## src/rtl/misr_pkg.sv

```systemverilog
// Shared types and the width-generic MISR next-state function for the signature engine.
package misr_pkg;

  typedef enum logic [1:0] {
    IDLE    = 2'd0,
    COMPACT = 2'd1,
    DONE    = 2'd2
  } misr_state_t;

  // Widest signature supported by misr_next(); callers zero-extend into this width.
  localparam int MISR_MAX_W = 64;

  // One MISR step: shift up, fold the old top bit through the tap mask, XOR in the beat.
  function automatic logic [MISR_MAX_W-1:0] misr_next(
    input logic [MISR_MAX_W-1:0] s,
    input logic [MISR_MAX_W-1:0] poly,
    input logic [MISR_MAX_W-1:0] d,
    input int                    w
  );
    logic [MISR_MAX_W-1:0] n;
    logic                  fb;
    n    = '0;
    fb   = s[w-1];
    n[0] = (fb & poly[0]) ^ d[0];
    for (int i = 1; i < MISR_MAX_W; i++) begin
      if (i < w) n[i] = s[i-1] ^ (fb & poly[i]) ^ d[i];
    end
    return n;
  endfunction

endpackage

```

## src/rtl/misr_sig_engine_core.sv

```systemverilog
// Signature register plus feedback XOR network; load has priority over enable.
module misr_core
  import misr_pkg::*;
#(
  parameter int               WIDTH = 10,
  parameter logic [WIDTH-1:0] POLY  = {WIDTH{1'b1}},
  parameter logic [WIDTH-1:0] SEED  = {WIDTH{1'b0}}
) (
  input  logic             clk,
  input  logic             reset,
  input  logic             load,
  input  logic             en,
  input  logic [WIDTH-1:0] d,
  output logic [WIDTH-1:0] sig
);

  always_ff @(posedge clk) begin
    if (reset || load) begin
      sig <= SEED;
    end else if (en) begin
      sig <= WIDTH'(misr_next(MISR_MAX_W'(sig), MISR_MAX_W'(POLY), MISR_MAX_W'(d), WIDTH));
    end
  end

endmodule

```

## src/rtl/misr_sig_engine.sv

```systemverilog
// BIST response compactor: counted window of beats folded into a MISR, then compared to golden.
// Optional MISR_MASK_EN adds in_mask, forcing masked response bits to 0 before compaction.
module misr_sig_engine
  import misr_pkg::*;
#(
  parameter int               WIDTH = 10,
  parameter logic [WIDTH-1:0] POLY  = {WIDTH{1'b1}},
  parameter logic [WIDTH-1:0] SEED  = {WIDTH{1'b0}},
  parameter int               CNT_W = 16
) (
  input  logic             clk,
  input  logic             reset,
  input  logic             start,
  input  logic             abort,
  input  logic [CNT_W-1:0] num_vectors,
  input  logic             in_valid,
  input  logic [WIDTH-1:0] in_data,
  input  logic [WIDTH-1:0] golden,
`ifdef MISR_MASK_EN
  input  logic [WIDTH-1:0] in_mask,
`endif
  output logic [WIDTH-1:0] signature,
  output logic             busy,
  output logic             done,
  output logic             pass
);

  misr_state_t      state, state_nxt;
  logic [CNT_W-1:0] count, count_nxt;
  logic [WIDTH-1:0] golden_q;
  logic [WIDTH-1:0] d;
  logic             load, en, golden_ld;

`ifdef MISR_MASK_EN
  assign d = in_data & ~in_mask;
`else
  assign d = in_data;
`endif

  always_ff @(posedge clk) begin
    if (reset) begin
      state    <= IDLE;
      count    <= '0;
      golden_q <= '0;
    end else begin
      state <= state_nxt;
      count <= count_nxt;
      if (golden_ld) golden_q <= golden;
    end
  end

  always_comb begin
    state_nxt = state;
    count_nxt = count;
    load      = 1'b0;
    en        = 1'b0;
    golden_ld = 1'b0;
    if (abort) begin
      state_nxt = IDLE;
    end else begin
      case (state)
        IDLE, DONE: begin
          if (start) begin
            load      = 1'b1;
            count_nxt = num_vectors;
            if (num_vectors == '0) begin
              state_nxt = DONE;
              golden_ld = 1'b1;
            end else begin
              state_nxt = COMPACT;
            end
          end
        end
        COMPACT: begin
          // count is always >= 1 here, so the decrement cannot wrap
          if (in_valid) begin
            en        = 1'b1;
            count_nxt = count - 1'b1;
            if (count == CNT_W'(1)) begin
              state_nxt = DONE;
              golden_ld = 1'b1;
            end
          end
        end
        default: state_nxt = IDLE;
      endcase
    end
  end

  misr_core #(
    .WIDTH (WIDTH),
    .POLY  (POLY),
    .SEED  (SEED)
  ) u_core (
    .clk   (clk),
    .reset (reset),
    .load  (load),
    .en    (en),
    .d     (d),
    .sig   (signature)
  );

  assign busy = (state == COMPACT);
  assign done = (state == DONE);
  // signature is frozen in DONE, so this compares the final value against golden taken at entry
  assign pass = done && (signature == golden_q);

endmodule

```

## config.mk

```make
export PLATFORM = sky130hd
export DESIGN_NAME = misr_sig_engine
export DESIGN_NICKNAME = d
export VERILOG_FILES = /design/src/rtl/misr_pkg.sv /design/src/rtl/misr_sig_engine_core.sv /design/src/rtl/misr_sig_engine.sv
export SDC_FILE = /design/constraint.sdc
export NUM_CORES = 1
export LEC_CHECK = 0
export ABC_AREA = 1
export ABC_CLOCK_PERIOD_IN_PS = 2420
export BUFFER_PORTS_ARGS = -buffer_cell sky130_fd_sc_hd__buf_2
export CORE_MARGIN = 3
export CORE_UTILIZATION = 54
export CTS_CLUSTER_DIAMETER = 60
export DETAILED_ROUTE_END_ITERATION = 16
export GPL_ROUTABILITY_DRIVEN = 0
export GPL_TIMING_DRIVEN = 1
export PLACE_DENSITY = 0.84
export SYNTH_ARGS = -nofsm -noshare
export SYNTH_HDL_FRONTEND = slang
export SYNTH_HIERARCHICAL = 1
export SYNTH_SLANG_ARGS = --single-unit
```

## constraint.sdc

```tcl
create_clock -name clk -period 2.42 [get_ports clk]
set_input_delay 0.484 -clock clk [delete_from_list [all_inputs] [get_ports clk]]
set_output_delay 0.484 -clock clk [all_outputs]
set_load 0.05 [all_outputs]
```

# Yosys cells after proc, flatten, opt, wreduce, memory -nomap -nowiden
# Index checks and enable logic that the tools add are counted.
totals:
  ff_bits: 38
  in_bits: 41
  out_inout_bits: 13
  elab_cells: 61
op_classes:
  add_sub_neg: 1
  eq_ne: 7
  mux: 20
  n_bitwise: 20
  reduce_logical: 9
op_table:
  columns: ["cell", "n"]
  rows:
  - ["$mux 16", 2]
  - ["$pmux 16 s2", 1]
  - ["$xor 1x1->1", 19]
  - ["$eq 16x1->1 const B", 1]
  - ["$logic_not 16->1", 1]
  - ["$sub 16x1->16 const B", 1]
  - ["$mux 1", 11]
  - ["$eq 10x10->1", 1]
  - ["$mux 2", 4]
  - ["$ne 2x2->1 const B", 2]
  - ["$pmux 2 s2", 1]
  - ["$reduce_and 4->1", 1]
  - ["$reduce_or 2->1", 2]
  - ["$reduce_and 3->1", 1]
  - ["$eq 2x1->1 const B", 1]
  - ["$eq 2x2->1 const B", 1]
  - ["$logic_not 2->1", 1]
  - ["$ne 2x1->1 const B", 1]
  - ["$pmux 1 s2", 1]
  - ["$reduce_bool 2->1", 1]
  - ["$logic_and 1x1->1", 1]
  - ["$logic_or 1x1->1", 1]
  - ["$not 1->1", 1]

# Depth between registers and ports, before layout
logic_depth:
  ltp_word: 5
  depth_mapped: 10
  depth_no_buf: 9

# Modules after synthesis
# The synthesis kept the hierarchy.
by_module_without_submodules:
  columns: ["module", "instances", "cells_each", "area_each_um2"]
  rows:
  - ["misr_sig_engine", 1, 330, 2057.0]
  - ["misr_core", 1, 116, 658.1]

# Worst setup path before layout
# OpenSTA, ideal clock, no wires.
synth_path:
  kind: "register -> output"
  from: "reg state[1]"
  to: "out pass"
  arrival_time_ns: 1.945
  required_time_ns: 1.936
  slack_ns: -0.009
  stages_incl_launch_ff: 5
  cell_sequence: "dfxtp_1 > inv_1 > nor2_1 > nand4_1 > nor2_1"
synth_via:
  elab_chain_len: 2
synth_lines:
  columns: ["item", "line", "text"]
  rows:
  - ["from (decl)", "misr_sig_engine.sv:28", "misr_state_t state, state_nxt;"]
  - ["from (signal assigned)", "misr_sig_engine.sv:46", "state <= state_nxt;"]
  - ["$eq 2x2->1", "misr_sig_engine.sv:104", "assign done = (state == DONE);"]
  - ["net done", "misr_sig_engine.sv:24", "output logic done,"]
  - ["$logic_and 1x1->1", "misr_sig_engine.sv:106", "assign pass = done && (signature == golden_q);"]
  - ["to (decl)", "misr_sig_engine.sv:25", "output logic pass"]
# The timed path passes the listed nets, and every way through them passes these cells.

# Final worst setup path
layout_path:
  from: "reg golden_q[8]"
  to: "out pass"
layout_via:
  elab_chain_len: 2
layout_lines:
  columns: ["item", "line", "text"]
  rows:
  - ["from (decl)", "misr_sig_engine.sv:30", "logic [WIDTH-1:0] golden_q;"]
  - ["from (signal assigned)", "misr_sig_engine.sv:48", "if (golden_ld) golden_q <= golden;"]
  - ["$eq 10x10->1", "misr_sig_engine.sv:106", null]
  - ["$logic_and 1x1->1", "misr_sig_engine.sv:106", null]
# Every way passes these cells.

==> impl_summary.txt <==
----------------------------------------------------
[Run status]
  Status ... completed

[Min path]
  Worst hold start ... num_vectors[1]
  Worst min-delay path class ... in2reg
  WHS Path Cells ... 3

[Clock network]
  Clock-pin slew reported for the worst setup and hold paths after clock tree synthesis ... roughly 0.070 ns
  Buffer count from post-CTS setup fixing ... 0
  Sink Count ... 38
  Cell at the root of the clock tree ... sky130_fd_sc_hd__clkbuf_8
  Clock Latency Late Sink ... ~0.30 ns
  H-Tree Depth ... 2
  Clock Tree Buf Depth ... 2
  CTS tree ... built
  Inserted Clock Buffers ... 5
  Cts-stage hold buffer count ... 0
  Number of gates resized after cts ... 0

[Worst setup path]
  Family of cells with the greatest summed delay on the critical path ... simple AND/OR/NAND/NOR gates
  CP bufs+invs ... 2
  Startpoint class of the critical path ... flip-flop
  Slowest library cell on the worst path ... sky130_fd_sc_hd__dfxtp_1
  Critical path class ... reg2out
  Data arrival at the endpoint of the critical path ... ~1.6 ns
  RR Startpoint ... state[0]$_SDFFE_PP0P_
  Maximum fanout encountered on the critical timing path ... 2
  Count of cell instances traversed by the critical path ... 7
  CP dominant cell by count ... sky130_fd_sc_hd__nand2_1
  Chain of cells forming the critical path ... inv_1 -> nand2_1 -> o21ai_0 -> nor4_1 -> nand2_1 -> nor2_2 -> buf_2
  Delay of the slowest cell on the worst path ... 0.35 ns
  Crit path required time ... 1.94 ns
  Worst setup path startpoint ... golden_q[8]$_SDFFE_PP0P_
  Setup crit end kind ... output pin
  Worst Reg2Reg Path Length in Cells ... 7

[Timing]
  Headroom to the max-slew limit ... just over 70%
  Tmin final ... between 2 and 2.5 ns
  Setup Viol. Count Final ... 0
  Max Clock Skew ... ~0.0055 ns
  Count of final hold-check violations ... 0
  Worst hold-check slack ... about 0.45 ns
  Period utilization ... between 80 and 90%
  Sum of negative setup slack ... 0 ns
  Tightest Pin Transition ... 0.417 ns
  Unrepaired setup endpoints after global routing ... false
  Slew Limit Fails ... 0
  Maximum clock frequency ... between 0.4 and 0.5 GHz

[Global route]
  Global-route usage over all layers ... 23.0%
  Residual overflow from global routing ... 0
  Antenna violations before repair ... 0
  Pin count of the biggest net entering global routing ... 22
  Wire length of the first global-routing pass ... between 10000 and 15000 um
  Number of global-route vias before repair ... between 2000 and 3000

[Pwr]
  Power density over the cells ... between 400 and 500 mW/mm2
  Leakage power summed over all cells ... approximately 1.5 nW
  VDD IR-drop max ... about 0.31 mV

[Routing]
  Avg WL per Cell ... between 10 and 15 um
  Pre-antenna DRT Iters ... 4
  Number of nets with antenna violations after detailed routing ... 0
  Total via count after detailed routing ... 2860
  Total wire length ... 6610 um
  Number of design rule violations left after detail routing ... 0
  Initial DRC Count ... 234
  Mean number of vias per cell ... a little over 5

[Place]
  Cell total after placement ... between 500 and 600
  Count of input and output buffers ... 53
  Detailed Place HPWL ... slightly below 5000 um

[Floorplanning]
  DIE WIDTH ... between 70 and 80 um
  Area of the die ... approximately 0.006 mm2
  Cell Rows ... 25
  Number of primary I/O pins ... 54
  Initial cell density of the core ... 56.7%
  Standard cell core area ... about 0.0048 mm2
  Height of the chip ... approximately 77 um

[Cells and area]
  Non-filler cells in the finished layout ... roughly 560
  Layout fillers ... 468
  Layout area overhead ... 12.5%
  Most common cell after layout, fill and taps aside ... sky130_fd_sc_hd__nand2_1
  Number of diodes ... 0
  Net count reported at finish ... between 500 and 600
  Share of cells above drive strength 1 ... a little over a fifth
  Commonest cells after routing, fill and taps aside ... 112 x sky130_fd_sc_hd__nand2_1, 67 x sky130_fd_sc_hd__inv_1, 58 x sky130_fd_sc_hd__nor2_1

[Flow run]
  Max capacitance violation total ... 0

[Synth]
  Count of warnings emitted by yosys ... 6
  Sequential cell area fraction in the yosys report ... 28.0%
  Mapped Area ... roughly 0.0027 mm2
  Synthesized Nets ... 489
  Count of distinct cell types in the synthesized netlist ... 38
  Cell count after synthesis ... roughly 450
  Number of flip-flops and latches in the synthesized netlist ... 38
  Post-Synthesis Mean Instance Area ... about 6.1 um2

----------------------------------------------------
power by group:
group / internal (mW) / leakage (nW) / switching, mW
combinational: 0.131 / 1.16 / 0.237
clock: 0.229 / 0.0472 / 0.237
sequential: 0.647 / 0.309 / 0.0262
final timing paths:
kind / slack [ns] / endpoint
min reg2reg: 0.48 / golden_q[1]$_SDFFE_PP0P_
max reg2reg: 0.71 / u_core/sig[0]$_SDFFE_PP0P_
min: 0.45 / count[1]$_SDFFE_PP0P_
max: 0.32 / pass
through the flow:
step	cell area (um2)	worst slack, ns	utilization [%]	power [mW]
floorplan	2720	0.172	-	0.964
finish	3060	0.323	63.8	1.51
global placement	2960	0.704	61.9	1.04
detailed placement	2960	0.665	61.9	1.05
global route	3060	0.187	63.8	1.59
CTS	3060	0.347	63.8	1.51
worst reg2reg max path, stage by stage, from the launching register on:
cell,delay [ns]
sky130_fd_sc_hd__dfxtp_1,0.45
sky130_fd_sc_hd__nand2_2,0.19
sky130_fd_sc_hd__nor3_1,0.17
sky130_fd_sc_hd__buf_4,0.21
sky130_fd_sc_hd__clkinv_1,0.28
sky130_fd_sc_hd__a21oi_1,0.22
sky130_fd_sc_hd__o21ai_1,0.08
sky130_fd_sc_hd__inv_1,0.05
registers in the layout, indices dropped and copies added (netlist names):
name	cells
count	16
golden_q	10
u_core/sig	10
state	2
logic make-up after synthesis:
family / after synthesis / share of synthesized area [%]
buffers and inverters: 89 / 15.1
adders and majority gates: 2 / 0.922
and+or+nand+nor: 243 / 39.4
DFF: 38 / 28.0
AOI/OAI and AO/OA: 68 / 14.6
xor gates and xnor gates: 6 / 1.94
layer usage:
layer  wire [um]  vias to the layer above  GRT usage (%)
met4          90                        0           6.70
met2        3080                       77           36.4
met3         323                        8           4.11
met1        3120                     1290           32.0
met5           0                        -              0
li1            -                     1485              -
cells in the mapped netlist:
cell type | n | area share [%]
sky130_fd_sc_hd__a21oi_1 | 29 | 5.3
sky130_fd_sc_hd__inv_1 | 67 | 9.3
sky130_fd_sc_hd__nor2_4 | 3 | 1.2
sky130_fd_sc_hd__buf_8 | 1 | 0.55
sky130_fd_sc_hd__o21ai_0 | 18 | 3.3
sky130_fd_sc_hd__o21ai_2 | 2 | 0.65
sky130_fd_sc_hd__nor3_2 | 1 | 0.37
sky130_fd_sc_hd__buf_6 | 5 | 2.1
sky130_fd_sc_hd__nor4_1 | 1 | 0.23
sky130_fd_sc_hd__nor3_1 | 4 | 0.74
sky130_fd_sc_hd__ha_1 | 2 | 0.92
sky130_fd_sc_hd__clkinv_1 | 1 | 0.14
sky130_fd_sc_hd__o21ai_1 | 4 | 0.74
sky130_fd_sc_hd__a211oi_2 | 1 | 0.46
sky130_fd_sc_hd__a31oi_1 | 2 | 0.46
sky130_fd_sc_hd__o211ai_1 | 2 | 0.55
sky130_fd_sc_hd__buf_4 | 2 | 0.55
sky130_fd_sc_hd__clkbuf_1 | 2 | 0.28
sky130_fd_sc_hd__buf_2 | 3 | 0.55
sky130_fd_sc_hd__a21oi_2 | 8 | 2.6
sky130_fd_sc_hd__nand3b_1 | 3 | 0.83
sky130_fd_sc_hd__or2_1 | 1 | 0.23
sky130_fd_sc_hd__nand3_1 | 41 | 7.6
sky130_fd_sc_hd__o22ai_1 | 1 | 0.23
sky130_fd_sc_hd__dfxtp_1 | 38 | 28
sky130_fd_sc_hd__nand2_1 | 112 | 15
sky130_fd_sc_hd__nand4_1 | 1 | 0.23
sky130_fd_sc_hd__xnor2_1 | 3 | 0.97
sky130_fd_sc_hd__xor2_1 | 3 | 0.97
sky130_fd_sc_hd__buf_1 | 2 | 0.28
sky130_fd_sc_hd__buf_12 | 1 | 0.74
sky130_fd_sc_hd__o21bai_1 | 1 | 0.28
sky130_fd_sc_hd__nand4_2 | 1 | 0.46
sky130_fd_sc_hd__nand2_2 | 12 | 2.8
sky130_fd_sc_hd__nor2_2 | 3 | 0.69
sky130_fd_sc_hd__nor2_1 | 59 | 8.2
sky130_fd_sc_hd__nand2_4 | 1 | 0.41
sky130_fd_sc_hd__inv_2 | 5 | 0.69
final cells by class:
cell class	count	area, um2	share of cell area [%]
Clock buffer	6	82.6	2.70
Clock inverter	2	12.5	0.410
Inverter	73	274	8.97
Multi-Input combinational cell	319	1550	50.6
Sequential cell	38	761	24.9
Tap cell	67	83.8	2.74
Timing Repair Buffer	57	295	9.66
Power figures use the tool's default switching activity.
